$ cat config.mk
export PLATFORM = sky130hd
export DESIGN_NAME = adc_serial_rx_flat
export DESIGN_NICKNAME = d
export VERILOG_FILES = /design/src/rtl/adc_serial_rx_if.sv /design/src/rtl/adc_serial_rx.sv /design/src/flat_wrapper.sv
export SDC_FILE = /design/constraint.sdc
export NUM_CORES = 1
export LEC_CHECK = 0
export ABC_AREA = 1
export CAP_MARGIN = 15
export CELL_PAD_IN_SITES_DETAIL_PLACEMENT = 0
export CELL_PAD_IN_SITES_GLOBAL_PLACEMENT = 1
export CORE_MARGIN = 10
export CORE_UTILIZATION = 40
export CTS_BUF_LIST = sky130_fd_sc_hd__clkbuf_8
export DETAILED_ROUTE_END_ITERATION = 8
export GPL_TIMING_DRIVEN = 0
export PLACE_DENSITY_LB_ADDON = 0.1
export SYNTH_ARGS = -nofsm -noshare
export SYNTH_HDL_FRONTEND = slang
export SYNTH_SLANG_ARGS = --single-unit
export TNS_END_PERCENT = 1
$ cat constraint.sdc
create_clock -name clk -period 5.2 [get_ports clk]
set_clock_uncertainty 0.2 [all_clocks]
set_input_delay 0.78 -clock clk [delete_from_list [all_inputs] [get_ports clk]]
set_output_delay 0.78 -clock clk [all_outputs]
set_load 0.02 [all_outputs]
$ cat src/rtl/adc_serial_rx_if.sv
// ADC serial readout bundle: the conversion/clock/data lines coming from the
// converter side and the parallel sample results going to the consumer.
interface adc_serial_rx_if #(
    parameter int dataWidth = 18
);
    logic                 cnv;
    logic                 adcClk;
    logic                 sdo;
    logic [dataWidth-1:0] dataOut;
    logic                 dataValid;
    logic                 frameError;
    logic [15:0]          errorCount;

    // Converter/generator side: drives the frame and observes the results
    modport master (
        output cnv, adcClk, sdo,
        input  dataOut, dataValid, frameError, errorCount
    );

    // Receiver side: consumes the serial stream and produces parallel words
    modport slave (
        input  cnv, adcClk, sdo,
        output dataOut, dataValid, frameError, errorCount
    );
endinterface

$ cat src/rtl/adc_serial_rx.sv
// Deserialises the ADC serial output into parallel words. A rising edge of
// cnv opens a frame, detected adcClk edges (rising only, or both in DDR mode)
// shift in the delay-compensated sdo MSB first, and a finished word is
// presented with a one-cycle valid strobe. A new cnv in the middle of a frame
// discards the partial word and is counted as a truncated frame.
module adc_serial_rx #(
    parameter int dataWidth = 18,
    parameter bit ddr       = 1'b1,
    parameter int sdoDelay  = 2
) (
    input logic            clk,
    input logic            resetN,
    adc_serial_rx_if.slave bus
);

    localparam int countWidth = $clog2(dataWidth + 1);
    localparam logic [countWidth-1:0] lastCount = countWidth'(dataWidth - 1);

    typedef enum logic [1:0] {
        IDLE,
        SHIFT,
        DONE
    } rxState_e;

    rxState_e              state;
    logic                  cnvD;
    logic                  adcClkD;
    logic                  cnvRise;
    logic                  sckRise;
    logic                  sckFall;
    logic                  sckEdge;
    logic                  sdoDly;
    logic [dataWidth-1:0]  shiftReg;
    logic [countWidth-1:0] bitCount;

    // Previous-cycle copies of cnv and adcClk for edge detection
    always_ff @(posedge clk or negedge resetN) begin
        if (!resetN) begin
            cnvD    <= 1'b0;
            adcClkD <= 1'b0;
        end else begin
            cnvD    <= bus.cnv;
            adcClkD <= bus.adcClk;
        end
    end

    assign cnvRise = bus.cnv & ~cnvD;
    assign sckRise = bus.adcClk & ~adcClkD;
    assign sckFall = ~bus.adcClk & adcClkD;
    assign sckEdge = sckRise | (ddr & sckFall);

    generate
        if (sdoDelay == 0) begin : gDirect
            assign sdoDly = bus.sdo;
        end else begin : gDelay
            logic [sdoDelay-1:0] sdoPipe;

            // Delay line so a clock edge at cycle t samples sdo from t - sdoDelay
            always_ff @(posedge clk or negedge resetN) begin
                if (!resetN) begin
                    sdoPipe <= '0;
                end else begin
                    sdoPipe[0] <= bus.sdo;
                    for (int i = 1; i < sdoDelay; i++) begin
                        sdoPipe[i] <= sdoPipe[i-1];
                    end
                end
            end

            assign sdoDly = sdoPipe[sdoDelay-1];
        end
    endgenerate

    // Frame FSM with registered word, strobes and truncated-frame counter
    always_ff @(posedge clk or negedge resetN) begin
        if (!resetN) begin
            state          <= IDLE;
            shiftReg       <= '0;
            bitCount       <= '0;
            bus.dataOut    <= '0;
            bus.dataValid  <= 1'b0;
            bus.frameError <= 1'b0;
            bus.errorCount <= '0;
        end else begin
            bus.dataValid  <= 1'b0;
            bus.frameError <= 1'b0;
            case (state)
                IDLE: begin
                    if (cnvRise) begin
                        state    <= SHIFT;
                        bitCount <= '0;
                        shiftReg <= '0;
                    end
                end
                SHIFT: begin
                    if (cnvRise) begin
                        if (bitCount != '0) begin
                            bus.frameError <= 1'b1;
                            if (bus.errorCount != 16'hFFFF) begin
                                bus.errorCount <= bus.errorCount + 16'd1;
                            end
                        end
                        bitCount <= '0;
                        shiftReg <= '0;
                    end else if (sckEdge) begin
                        shiftReg <= {shiftReg[dataWidth-2:0], sdoDly};
                        bitCount <= bitCount + 1'b1;
                        if (bitCount == lastCount) begin
                            state <= DONE;
                        end
                    end
                end
                DONE: begin
                    bus.dataOut   <= shiftReg;
                    bus.dataValid <= 1'b1;
                    if (cnvRise) begin
                        state    <= SHIFT;
                        bitCount <= '0;
                        shiftReg <= '0;
                    end else begin
                        state <= IDLE;
                    end
                end
                default: begin
                    state <= IDLE;
                end
            endcase
        end
    end

endmodule

$ cat src/flat_wrapper.sv
// flat-port wrapper written by rule: the top's interface ports become plain ports
module adc_serial_rx_flat 
#(
    parameter int dataWidth = 18,
    parameter bit ddr       = 1'b1,
    parameter int sdoDelay  = 2
)
  (clk, resetN, bus_cnv, bus_adcClk, bus_sdo, bus_dataOut, bus_dataValid, bus_frameError, bus_errorCount);
  adc_serial_rx_if #(.dataWidth(dataWidth)) bus_i ();
  input logic clk;
  input logic resetN;
  input wire logic [$bits(bus_i.cnv)-1:0] bus_cnv;
  input wire logic [$bits(bus_i.adcClk)-1:0] bus_adcClk;
  input wire logic [$bits(bus_i.sdo)-1:0] bus_sdo;
  output wire logic [$bits(bus_i.dataOut)-1:0] bus_dataOut;
  output wire logic [$bits(bus_i.dataValid)-1:0] bus_dataValid;
  output wire logic [$bits(bus_i.frameError)-1:0] bus_frameError;
  output wire logic [$bits(bus_i.errorCount)-1:0] bus_errorCount;
  assign bus_i.cnv = bus_cnv;
  assign bus_i.adcClk = bus_adcClk;
  assign bus_i.sdo = bus_sdo;
  assign bus_dataOut = bus_i.dataOut;
  assign bus_dataValid = bus_i.dataValid;
  assign bus_frameError = bus_i.frameError;
  assign bus_errorCount = bus_i.errorCount;
  adc_serial_rx #(.dataWidth(dataWidth), .ddr(ddr), .sdoDelay(sdoDelay)) u_core (.clk(clk), .resetN(resetN), .bus(bus_i));
endmodule
==> metrics.md, run 1 <==
| Metric | Value |
|---|---|
| Status | finished, final reports clean |
| Hold buffers post-CTS | 0 |
| # nets final | 428 |
| Multiplexer share of the synthesized area | 0% |
| Sequential cell area | 1627 um2 |
| XOR/XNOR Fraction of Synth Area | 2.361% |
| DIE AREA | 11,260 um2 |
| Top Usage Layer GRT | met2 |
| Peak VDD IR | 174.0 uV |
| Drt drc | 0 |
| Hold_sp | u_core.gDelay.sdoPipe[0] |
| Largest net degree at the start of global routing | 66 |
| FILL cells | 742 |
| Dominant cells by area after synthesis | dfrtp_1 55%, nand2_1 21%, o21ai_0 5.7%, inv_1 3.3%, nor2_1 2.8% |
| Area fraction in compound gates after synthesis | 5.734% |
| Met3 global-route usage | 4.287% |
| Row count | 31 |
| Crit-path leading delay family | buffers and inverters |
| Initial antenna violation count | 0 |
| Flops & latches, synth | 65 |
| Commonest non-fill, non-tap cell in the layout | nand2_1 |
| Crit path buffers/inverters | 1 |
| PwrDens | 368.9 nW/um2 |
| Clock Latency Late Sink | 340 ps |
| Synth top area share | 54.81% |
| WL final | 6416 um |
| Vias in the first global route | 2,355 |
| Synth-to-layout area growth | 24.87% |
| Initial core utilization | 41.14% |
| Mapped Area | 2968 um2 |
| Detailed Place HPWL | 4426 um |
| Final instance area | 3706 um2 |
| Clock period minus worst slack | 2458 ps |
| First-pass GRT wire length | 11,350 um |
| Seq/Total Area, Yosys | 54.81% |
| WP data required | 4220 ps |
| Post-DRT Antenna Nets | 0 |
| Crit path max-delay cell type | clkdlybuf4s50_1 |
| Fmax | 0.4069 GHz |
| Critical path class | flip-flop to primary output |
| Post CTS Setup Buffer Count | 0 |
| Synth Area in Simple Gates | 29.47% |
| Global routing usage on met2 | 17.01% |
| Critical path cell sequence | clkdlybuf4s50_1 |
| Final count of negative-setup-slack endpoints | 0 |
| Vias per cell | 4.676 |
| CTS buffer count | 9 |
| Die height | 106.1 um |
| I/O pin total | 41 |
| Clk sinks | 65 |
| CP Data Arrival Time | 1480 ps |
| Vias | 2,436 |
| 1st-iter DRT viols | 122 |
| Layout cell share with drive strength beyond 1 | 6.872% |
| Slowest cell delay on critical path | 660 ps |
| Worst R2R Start | u_core.bus.errorCount[0] |
| GRT Total Usage | 12.08% |
| Slew @ Worst Pin | 829.4 ps |
| Deepest clock path buffer count | 2 |
| Area of the multi-input gates | 1165 um2 |
| H-tree levels | 3 |
| Max_cap viols | 0 |
| Placed Area | 3490 um2 |
| Port buffer count | 40 |
| Mapped Nets | 377 |
| Reg clk slew, reported paths | 70 ps |
| Largest family of logic cells by synthesized area | simple AND/OR/NAND/NOR gates |
| Setup crit start kind | flip-flop |
| Fin crit share | 47.27% |
| Hold Fails Final Rpt | 0 |
| Crit Path Max Fanout | 7 |
| Die extent in x | 106.1 um |
| DR pass1 iterations | 4 |
| CTS tree | done |
| Post-CTS sizing | 0 |
| N_diodes | 0 |
| Fin. max-slew vios | 0 |
| Static Leak | 1.739 nW |
| Clk root buf | clkbuf_8 |
| Max_slew headroom | 44.71% |
| Final TNS setup | 0 ps |
| Mean post-synth cell area | 8.065 um2 |
| Total congestion overflow | 0 |
| Routability cong. | 0.7959 |
| CP endpoint kind | primary output |
| Synth Area in Adders | 1.686% |
| Most frequent cells in the layout | 165 x nand2_1, 65 x dfrtp_1, 39 x clkdlybuf4s50_1, 34 x o21ai_0, 26 x inv_1 |
| Biggest area consumer among synthesized cells | dfrtp_1 |
| Hold Path Class | flip-flop to flip-flop |
| RSZ-0062 raised after global routing | false |
| Crit path launch | u_core.bus.errorCount[2] |
| Core area | 7214 um2 |
| Routing usage on met1 | 16.13% |
| Syn. warnings | 0 |
| Avg WL per Cell | 12.31 um |
| Number of library cell types mapped by synthesis | 21 |
| Gate Count Post-Synth | 368 |
==> per-layer routing <==
| layer | vias to the layer above | routed length (um) |
|---|---|---|
| met2 | 49 | 2714 |
| met3 | 10 | 479 |
| met4 | 0 | 114 |
| li1 | 1253 | - |
| met1 | 1124 | 3108 |
| met5 | - | 0 |
==> cells by family after synthesis <==
family | Yosys count
adders and majority gates | 4
AOI/OAI and AO/OA | 34
and+or+nand+nor | 217
DFF | 65
buffers and inverters | 40
xor gates and xnor gates | 8
==> through the flow <==
stage,hold slack [ps],setup WS [ps],total power [mW],instances,utilization (%)
6_report,161.8,2742,1.367,521,51.37
5_1_grt,169.3,2616,1.454,521,51.37
4_1_cts,163.0,2714,1.384,521,51.37
3_5_place_dp,145.9,2516,0.9020,507,48.37
3_3_place_gp,132.5,927.6,0.8990,507,48.40
2_1_floorplan,131.2,3282,0.7832,368,-
==> cell type report <==
type / instances / share of cell area [%]
flip-flops and latches: 65 / 43.89
clock buffers: 11 / 4.085
plain buffers: 12 / 1.924
well taps: 99 / 3.342
multi-input cells: 263 / 31.43
inverters: 28 / 2.836
clock inverters: 3 / 1.756
repair buffers: 40 / 10.74
==> sequential cells by signal (all words and copies together) (netlist names) <==
signal,flops
u_core.shiftReg,18
u_core.bus.dataValid,1
u_core.bus.dataOut,18
u_core.state,2
u_core.bus.frameError,1
u_core.adcClkD,1
u_core.bus.errorCount,16
u_core.cnvD,1
u_core.gDelay.sdoPipe,2
u_core.bitCount,5
==> power breakdown <==
| group | total (mW) | switching, mW | internal [mW] | leakage, nW |
|---|---|---|---|---|
| clock network | 0.479 | 0.189 | 0.290 | 0.111 |
| registers | 0.619 | 0.0661 | 0.553 | 0.881 |
| logic | 0.269 | 0.158 | 0.111 | 0.747 |
==> synth_stat cells, drive strengths merged <==
cell type,n
buf,6
or2,1
nand2,166
nor2,25
nor3,1
nand4,9
clkbuf,6
xnor2,3
inv,28
dfrtp,65
nand3,15
o21ai,34
xor2,5
ha,4
==> final timing paths <==
path	end	slack (ps)	cells after the start
max reg2reg	u_core.bus.errorCount[15]	3270	10
min	u_core.gDelay.sdoPipe[1]	160	0
min reg2reg	u_core.gDelay.sdoPipe[1]	160	0
max	bus_errorCount[2]	2740	1
max in group asynchronous	u_core.bus.errorCount[15]	3910	1
min in group asynchronous	u_core.bus.dataOut[14]	330	1
Power figures use the tool's default switching activity.
==> run 2: changes to the inputs <==
CORE_UTILIZATION = 38   (was 40)
clock period = 2.03 ns   (was 5.2 ns; I/O delays follow)
==> run 2 against run 1 <==
Net effect: first-iteration DRC count shrank 19%; clock-buffer cell count shrank 1; register-to-register slack lost 3100 ps; global-route usage shrank 0.39 points; combinational power grew to 2.6 times the previous value; largest cell class unchanged.
==> metrics.md, run 2 (synthesis gave the netlist of run 1 again) <==
| Metric | Value |
|---|---|
| Status | finished, final reports clean |
| CTS buffer count | 9 |
| Detailed Place HPWL | 4615 um |
| First-pass GRT wire length | 11,150 um |
| Critical path depth in cells | 1 |
| 1st-iter DRT viols | 99 |
| Largest net degree at the start of global routing | 66 |
| FF-to-FF setup slack | 190 ps |
| Total congestion overflow | 0 |
| Finished Layout Cells | 527 |
| WP data required | 1530 ps |
| N_diodes | 0 |
| Worst Reg-to-Reg Cells | 10 |
| Final count of negative-setup-slack endpoints | 0 |
| Row count | 32 |
| Wl on met1 | 3241 um |
| Fmax | 0.5099 GHz |
| Clock Latency Late Sink | 340 ps |
| Crit-path leading delay family | buffers and inverters |
| Part of the power in combinational logic | 19.5% |
| Fin crit share | 96.61% |
| Clk pwr share | 35.5% |
| CP Data Arrival Time | 1460 ps |
| Post CTS Setup Buffer Count | 0 |
| Static Leak | 1.744 nW |
| Vias in the first global route | 2,269 |
| Commonest non-fill, non-tap cell in the layout | nand2_1 |
| # nets final | 429 |
| Most frequent cells in the layout | 165 x nand2_1, 64 x dfrtp_1, 39 x clkdlybuf4s50_1, 34 x o21ai_0, 26 x inv_1 |
| Met3 WL | 322 um |
| Crit path launch | u_core.bus.errorCount[2] |
| WL final | 6498 um |
| Placed Area | 3493 um2 |
| Final TNS setup | 0 ps |
| Placed cells | 510 |
| H-tree levels | 3 |
| Fin. max-slew vios | 0 |
| Clk root buf | clkbuf_8 |
| Routability cong. | 0.7704 |
| Post-DRT Antenna Nets | 0 |
| Drt drc | 0 |
| DR pass1 iterations | 4 |
| Flop pwr share | 45.0% |
| Core area | 7647 um2 |
| Die extent in x | 108.4 um |
| Vias | 2,409 |
| Top Registers | u_core.bus.dataOut (18), u_core.shiftReg (18), u_core.bus.errorCount (16) |
| DIE AREA | 11,750 um2 |
| Clock period minus worst slack | 1961 ps |
| Crit path max-delay cell type | clkdlybuf4s50_1 |
| Peak VDD IR | 390.2 uV |
| Critical path cell sequence | clkdlybuf4s50_1 |
| Max_cap viols | 0 |
| Fin Hold WS | 152.6 ps |
| Slew @ Worst Pin | 812.0 ps |
| WL met2 | 2873 um |
| Setup crit start kind | flip-flop |
| Vias per cell | 4.571 |
| Switching power | 1.085 mW |
| Layout cell share with drive strength beyond 1 | 7.529% |
| Worst R2R Start | u_core.bus.errorCount[0] |
| Power Internal | 2.432 mW |
| Crit Path Max Fanout | 7 |
| CP endpoint kind | primary output |
| Critical path class | flip-flop to primary output |
| Reg clk slew, reported paths | 70 ps |
| Slowest cell delay on critical path | 660 ps |
| Synth-to-layout area growth | 25.76% |
| RSZ-0062 raised after global routing | true |
| Final instance area | 3732 um2 |
| Avg WL per Cell | 12.33 um |
| Max layer used | met4 |
| Max_slew headroom | 45.87% |
| Port buffer count | 40 |
| GRT Total Usage | 11.69% |
| Deepest clock path buffer count | 2 |
| Clk sinks | 65 |
| Crit path buffers/inverters | 1 |
| Initial antenna violation count | 0 |
| R2r endpoint | u_core.bus.errorCount[3] |
| Die height | 108.4 um |
| Switching part of the total power | 30.85% |
| Hold Fails Final Rpt | 0 |
| I/O pin total | 41 |
| CTS tree | done |
| Setup crit end | bus_errorCount[2] |
| Post-layout util | 48.81% |
| Hold Path Class | flip-flop to flip-flop |
| PwrDens | 942.3 nW/um2 |
| Initial core utilization | 38.81% |
## run 2: worst min-delay path by stage
| stage | endpoint | from | depth (start not counted) | slack [ps] |
|---|---|---|---|---|
| 4_1_cts | u_core.gDelay.sdoPipe[1] | u_core.gDelay.sdoPipe[0] | 0 | 160 |
| 6_report | u_core.gDelay.sdoPipe[1] | u_core.gDelay.sdoPipe[0] | 0 | 150 |
| 3_3_place_gp | u_core.gDelay.sdoPipe[1] | u_core.gDelay.sdoPipe[0] | 0 | 140 |
| 5_1_grt | u_core.gDelay.sdoPipe[1] | u_core.gDelay.sdoPipe[0] | 0 | 160 |
| 2_1_floorplan | u_core.adcClkD | resetN | 0 | -190 |
| 3_5_place_dp | u_core.gDelay.sdoPipe[1] | u_core.gDelay.sdoPipe[0] | 0 | 140 |
## run 2: worst register-to-register path, stage by stage, from the launching register on
cell and delay (ps):
dfrtp_2 450, ha_1 270, nand3_2 110, inv_2 70
nand2_2 60, nor2_1 40, nor2_1 160, inv_1 80
buf_4 180, nand2_1 60, nand2_1 50
## run 2: cell type report
cell class,count,area (um2)
Fill cell,796,3915
Sequential cell,65,1628
Multi-Input combinational cell,263,1165
Timing Repair Buffer,41,407.9
Clock buffer,10,137.6
Tap cell,102,127.6
Inverter,28,105.1
Clock inverter,6,90.09
Buffer,12,71.32
## run 2: metrics by stage
step	setup slack (ps)	power, mW
final	68.88	3.517
after detailed placement	-170.0	2.304
after global routing	-17.77	3.735
after global placement	-1859	2.293
after floorplan	185.5	2.006
after CTS	48.03	3.564
## run 2: timing repair
action	in CTS	in global routing
endpoints found under the setup margin	0	14
gates resized for setup	0	1
hold endpoints to repair	65	0
hold buffers	1	0
## run 2: per-layer routing
metal  up-vias  global-route usage, %
li1       1258                      -
met1      1107                  15.89
met2        38                  17.54
met3         6                  2.499
met4         0                  5.085
met5         -                      0
## run 2: power by group through the flow
stage	Combinational, mW	Clock, mW	Sequential (mW)
after CTS	0.706	1.28	1.58
after detailed placement	0.701	0	1.60
final	0.687	1.25	1.58
after floorplan	0.361	0	1.64
after global placement	0.691	0	1.60
after global routing	0.788	1.34	1.61
